$ cat src/rtl/shift_sequencer_if.sv
// shift_sequencer_if: handshake and data bundle between the control FSM
// (master) and the shift sequencer (slave).
//   start        request from control, sampled by the sequencer in IDLE/DONE
//   op           shift opcode (SLL/SRL/SRA/SLLV/SRAV/LUI, 110/111 reserved)
//   shamt_field  instruction shift-amount field
//   reg_b        register B value, low 5 bits give the variable amount
//   operand      value to shift
//   result       shifted value, held until the next accepted start
//   busy         high while shifting
//   done         one-cycle completion pulse
//   amt_src      latched amount source: 00 shamt, 01 LUI constant, 10 reg_b
interface shift_sequencer_if #(
    parameter int DATA_W = 32
);
    logic              start;
    logic [2:0]        op;
    logic [4:0]        shamt_field;
    logic [DATA_W-1:0] reg_b;
    logic [DATA_W-1:0] operand;
    logic [DATA_W-1:0] result;
    logic              busy;
    logic              done;
    logic [1:0]        amt_src;

    modport master (
        output start, op, shamt_field, reg_b, operand,
        input  result, busy, done, amt_src
    );

    modport slave (
        input  start, op, shamt_field, reg_b, operand,
        output result, busy, done, amt_src
    );
endinterface

$ cat src/rtl/shift_sequencer.sv
// shift_sequencer: multi-cycle shifter for SLL/SRL/SRA/SLLV/SRAV/LUI.
// Loads the operand on an accepted start, shifts it one bit per clock
// (or up to four bits per clock when SHIFT_FAST_EN is defined), then
// pulses done for one cycle and holds the result.
// Ports:
//   clk    system clock, rising edge
//   reset  asynchronous, active-high reset
//   bus    shift_sequencer_if.slave (start/op/amount sources in,
//          result/busy/done/amt_src out)
// Optional build macro: SHIFT_FAST_EN (multi-bit steps, up to 4 per edge).
//
// state  | meaning
// IDLE   | waiting for start
// SHIFT  | shifting result, counter counts down remaining bits
// DONE   | done pulse; start here is accepted back-to-back
module shift_sequencer #(
    parameter int DATA_W  = 32,
    parameter int LUI_AMT = 16
) (
    input  logic                clk,
    input  logic                reset,
    shift_sequencer_if.slave    bus
);
    localparam logic [4:0] LUI_N = 5'(LUI_AMT);

    typedef enum logic [1:0] {
        IDLE  = 2'd0,
        SHIFT = 2'd1,
        DONE  = 2'd2
    } state_t;

    state_t            state;
    logic [2:0]        op_q;
    logic [4:0]        count;
    logic [DATA_W-1:0] result_q;
    logic              busy_q;
    logic              done_q;
    logic [1:0]        amt_src_q;

    logic [4:0]        amt_n;
    logic [1:0]        src_n;
    logic [4:0]        step;
    logic [DATA_W-1:0] shifted;

    // Upper reg_b bits never contribute to the amount.
    logic unused_reg_b;
    assign unused_reg_b = ^bus.reg_b[DATA_W-1:5];

    always_comb begin
        amt_n = 5'd0;
        src_n = 2'b00;
        case (bus.op)
            3'b000, 3'b001, 3'b010: begin
                amt_n = bus.shamt_field;
                src_n = 2'b00;
            end
            3'b011, 3'b100: begin
                amt_n = bus.reg_b[4:0];
                src_n = 2'b10;
            end
            3'b101: begin
                amt_n = LUI_N;
                src_n = 2'b01;
            end
            default: begin
                // Reserved ops pass the operand through with no shift.
                amt_n = 5'd0;
                src_n = 2'b00;
            end
        endcase
    end

`ifdef SHIFT_FAST_EN
    assign step = (count > 5'd4) ? 5'd4 : count;
`else
    assign step = 5'd1;
`endif

    always_comb begin
        shifted = result_q;
        case (op_q)
            3'b000, 3'b011, 3'b101: shifted = result_q << step;
            3'b010, 3'b100:         shifted = DATA_W'($signed(result_q) >>> step);
            3'b001:                 shifted = result_q >> step;
            default:                shifted = result_q;
        endcase
    end

    always_ff @(posedge clk or posedge reset) begin
        if (reset) begin
            state     <= IDLE;
            op_q      <= 3'b000;
            count     <= 5'd0;
            result_q  <= '0;
            busy_q    <= 1'b0;
            done_q    <= 1'b0;
            amt_src_q <= 2'b00;
        end else begin
            case (state)
                IDLE, DONE: begin
                    done_q <= 1'b0;
                    if (bus.start) begin
                        op_q      <= bus.op;
                        result_q  <= bus.operand;
                        count     <= amt_n;
                        amt_src_q <= src_n;
                        if (amt_n == 5'd0) begin
                            state  <= DONE;
                            done_q <= 1'b1;
                        end else begin
                            state  <= SHIFT;
                            busy_q <= 1'b1;
                        end
                    end else begin
                        state <= IDLE;
                    end
                end
                SHIFT: begin
                    result_q <= shifted;
                    count    <= count - step;
                    if (count == step) begin
                        state  <= DONE;
                        busy_q <= 1'b0;
                        done_q <= 1'b1;
                    end
                end
                default: begin
                    state  <= IDLE;
                    busy_q <= 1'b0;
                    done_q <= 1'b0;
                end
            endcase
        end
    end

    assign bus.result  = result_q;
    assign bus.busy    = busy_q;
    assign bus.done    = done_q;
    assign bus.amt_src = amt_src_q;
endmodule

$ cat src/flat_wrapper.sv
// flat-port wrapper written by rule: the top's interface ports become plain ports
module shift_sequencer_flat 
#(
    parameter int DATA_W  = 32,
    parameter int LUI_AMT = 16
)
  (clk, reset, bus_start, bus_op, bus_shamt_field, bus_reg_b, bus_operand, bus_result, bus_busy, bus_done, bus_amt_src);
  shift_sequencer_if #(.DATA_W(DATA_W)) bus_i ();
  input  logic clk;
  input  logic reset;
  input wire logic [$bits(bus_i.start)-1:0] bus_start;
  input wire logic [$bits(bus_i.op)-1:0] bus_op;
  input wire logic [$bits(bus_i.shamt_field)-1:0] bus_shamt_field;
  input wire logic [$bits(bus_i.reg_b)-1:0] bus_reg_b;
  input wire logic [$bits(bus_i.operand)-1:0] bus_operand;
  output wire logic [$bits(bus_i.result)-1:0] bus_result;
  output wire logic [$bits(bus_i.busy)-1:0] bus_busy;
  output wire logic [$bits(bus_i.done)-1:0] bus_done;
  output wire logic [$bits(bus_i.amt_src)-1:0] bus_amt_src;
  assign bus_i.start = bus_start;
  assign bus_i.op = bus_op;
  assign bus_i.shamt_field = bus_shamt_field;
  assign bus_i.reg_b = bus_reg_b;
  assign bus_i.operand = bus_operand;
  assign bus_result = bus_i.result;
  assign bus_busy = bus_i.busy;
  assign bus_done = bus_i.done;
  assign bus_amt_src = bus_i.amt_src;
  shift_sequencer #(.DATA_W(DATA_W), .LUI_AMT(LUI_AMT)) u_core (.clk(clk), .reset(reset), .bus(bus_i));
endmodule
$ cat config.mk
export PLATFORM = sky130hd
export DESIGN_NAME = shift_sequencer_flat
export DESIGN_NICKNAME = d
export VERILOG_FILES = /design/src/rtl/shift_sequencer_if.sv /design/src/rtl/shift_sequencer.sv /design/src/flat_wrapper.sv
export SDC_FILE = /design/constraint.sdc
export NUM_CORES = 1
export LEC_CHECK = 0
export CAP_MARGIN = 0
export CORE_AREA = 2 2 79 81
export CTS_CLUSTER_DIAMETER = 30
export CTS_CLUSTER_SIZE = 40
export DETAILED_ROUTE_END_ITERATION = 8
export DIE_AREA = 0 0 81 83
export PLACE_DENSITY = 0.94
export SETUP_SLACK_MARGIN = 0.15
export SYNTH_ARGS = -nofsm -noshare
export SYNTH_HDL_FRONTEND = slang
export SYNTH_SLANG_ARGS = --single-unit
$ cat constraint.sdc
create_clock -name clk -period 2.2 [get_ports clk]
set_input_delay 0.33 -clock clk [delete_from_list [all_inputs] [get_ports clk]]
set_output_delay 0.33 -clock clk [all_outputs]
set_load 0.03 [all_outputs]
==> summary.md <==
CTS
• 0.09 ns — Clock Pin Slew Worst Setup and Hold Paths
• 2 — total number of H-tree levels
• 5 — number of buffers created by CTS
• 0 — number of buffers added for setup after CTS
• 0.30 ns — clock latency reported for the late side of the worst-skew pair
• clkbuf_8 — cell at the root of the clock tree
• 45 — TritonCTS Sinks
• 0 — post-cts sizing count
• built — TritonCTS clock tree
• 0 — hold-fix buffers at CTS
• 2 — clock tree buffer depth

Setup path
• 9 — Crit Path Max Fanout
• 1.98 ns — arrival time worst endpoint
• 0.53 ns — Worst path max stage delay
• 6 — FF-to-FF path depth
• buffers and inverters — Top delay family on crit path
• 2.39 ns — required time worst endpoint
• clkdlybuf4s50_1 — library cell contributing the largest single delay on the critical path
• clkdlybuf4s50_1, buf_4, and2b_1, a21oi_1, o22a_1, and3_4, a221oi_1 — cell chain of the critical path
• u_core.bus.result[21] — FF-to-FF End
• primary input to flop — type of the setup path with the least slack
• 2 — Bufs and invs on worst path
• u_core.op_q[1] — launching point of the worst reg2reg path
• 0.57 ns — reg-to-reg slack, setup
• flop — kind of end point of the critical path
• primary input — CP startpoint kind

Yosys
• dfrtp_1 — leading register cell type out of synthesis
• 0 — number of warnings printed during yosys synthesis
• 2710 sq um — cell area after synthesis
• 0 — Post-synth EDFFs
• 41.6% — register area share after synthesis
• 46 — number of distinct library cell variants in the gate-level netlist after synthesis
• 357 — number of nets produced by synthesis
• dfrtp_1 42%, mux2i_1 11%, o221ai_1 10%, nand2_1 9.8%, buf_6 3.7% — main area contributors after synthesis
• 9.67 sq um — mean instance size in the synthesized netlist
• 280 — post-synthesis instance total
• dfrtp_1 — cell type with the largest total area after synthesis
• 45 — flops & latches, synth
• 100% — async set-reset flop share out of synthesis
• 41.6% — area share of the largest cell type after synthesis

Global route
• 0 — overflow left after global routing
• 2450 — via count of the first global-routing pass
• 0 — antenna violations before repair
• 63 — maximum number of pins on one net before global-route repair
• 20.6% — global-route usage over all layers
• 11200 microns — global-route wire length before repair

STA
• 0.0116 ns — worst-case clock skew
• 0 ns — setup tns final
• no — setup repair after global routing missed its margin
• 0.586 ns — transition time of the tightest slew-check pin
• 1.80 ns — minimum period implied by the final worst setup slack
• 0 — Fin. Hold Viols
• 81.6% — ratio of final minimum period to clock period
• 0 — Slew Limit Fails
• 0 — Final Setup Violations
• 557 MHz — top achievable clock speed
• 60.9% — Max-slew headroom

Floorplan
• 81 microns — die span in x
• 28 — floorplan row count
• 111 — Top-Level Pins
• 5820 sq um — core area
• 6720 sq um — overall die area
• 46.6% — starting utilization of the core area
• 83 microns — die height

Outcome
• finished, final reports clean — run status

Cells and area
• 8.91% — share of final-layout standard cells stronger than drive strength 1
• 511 — fill cell count
• 82 x clkdlybuf4s50_1, 71 x nand2_1, 45 x dfrtp_1, 32 x o221ai_1, 31 x mux2i_1 — commonest cells after routing, fill and taps aside
• clkdlybuf4s50_1 — most common cell after layout, fill and taps aside
• 435 — final layout net count
• 0 — number of antenna cells inserted
• 35.8% — relative area change from synthesis to final layout
• 63.2% — final design utilization

Routing
• 15.5 microns — WL per Instance
• 6750 microns — WL final
• 155 — DRC violation total after the first TritonRoute iteration
• 5.68 — Avg Vias per Cell
• 0 — DRT antenna net count
• 0 — number of DRC violations after detailed routing
• 4 — first-pass iteration count of the detailed router
• 2463 — routed via count

Power and ir drop
• 1.07 mV — Max VDD drop
• 1710 nW/um^2 — ratio of total power to cell area
• 1.64 nW — standby leakage power

Run
• 0 — max-cap violation count

Min path
• primary input to asynchronous set/reset pin — worst hold-check path type

Placed design
• 4870 microns — Detailed Place HPWL
• 83 — Buffers on Ports
• 0.762 — routability congestion estimate

==> sequential cells by signal (all words and copies together) (netlist names) <==
register            cells
u_core.op_q             3
u_core.bus.result      32
u_core.state            2
u_core.bus.busy         1
u_core.count            5
u_core.bus.amt_src      2
==> synth_stat cells (2+ instances only) <==
master	n
mux2_2	3
dfrtp_1	45
clkbuf_1	7
o211ai_1	2
buf_6	9
nand3_1	3
a31oi_1	2
and2b_1	3
nor4_1	2
o21ai_0	6
o221ai_1	32
a21oi_1	4
mux2i_1	31
nor3_1	2
nor2_1	5
nand2b_1	3
a22oi_1	2
nor2b_1	3
inv_1	7
nand2_1	71
buf_4	3
buf_2	5
nor3b_1	4
ha_1	2
and4b_1	3
==> routing by layer <==
layer	global-route usage (%)	part of all wire [%]
met5	0	0
met3	4.13	5.9
met2	35.1	50
met1	26.3	43
met4	5.70	1.2
==> where the power goes <==
| part | switching [mW] | internal (mW) | total [mW] |
|---|---|---|---|
| clock network | 0.287 | 0.341 | 0.628 |
| logic | 2.19 | 1.74 | 3.94 |
| registers | 0.450 | 1.27 | 1.72 |
| total | 2.93 | 3.35 | 6.28 |
==> layout make-up <==
type                       count  area (sq um)  area share (%)
multi-input combinational    204          1380            37.6
sequential                    45          1130            30.6
timing repair buffer          95           936            25.5
tap                           75          93.8            2.55
clock buffer                   6          72.6            1.97
clock inverter                 2          38.8            1.06
inverter                       7          26.3           0.715
==> cells by family (layout without fill, tap and decap cells) <==
kind of cell               Yosys count  count (layout)  share of synthesized area, %
AOI/OAI and AO/OA                   58              58                          17.3
xor gates and xnor gates             1               1                         0.324
adders and majority gates            2               2                         0.924
buffers and inverters               31             110                          7.44
DFF                                 45              45                          41.6
muxes                               34              34                          12.7
and+or+nand+nor                    109             109                          19.7
==> worst max-delay path by stage <==
stage	start	end	slack [ns]	cells after the start
floorplan	u_core.state[1]	u_core.bus.result[30]	0.56	8
global placement	bus_op[2]	u_core.bus.busy	0.10	7
detailed placement	bus_op[2]	u_core.bus.busy	0.03	7
CTS	u_core.state[0]	u_core.bus.result[14]	0.27	4
global route	bus_op[1]	u_core.bus.busy	0.24	7
finish	bus_op[1]	u_core.bus.busy	0.40	7
==> metrics by stage <==
stage               power (mW)  hold slack [ns]  cells  setup slack, ns  area (sq um)
floorplan                 4.53            0.468    280            0.556          2710
global placement          5.50            0.480    426            0.101          3560
detailed placement        5.67            0.489    426           0.0273          3560
CTS                       6.30            0.314    434            0.273          3670
global route              6.71            0.328    434            0.240          3680
finish                    6.28            0.308    434            0.405          3680
No activity file was read; power rests on OpenSTA's default activity.
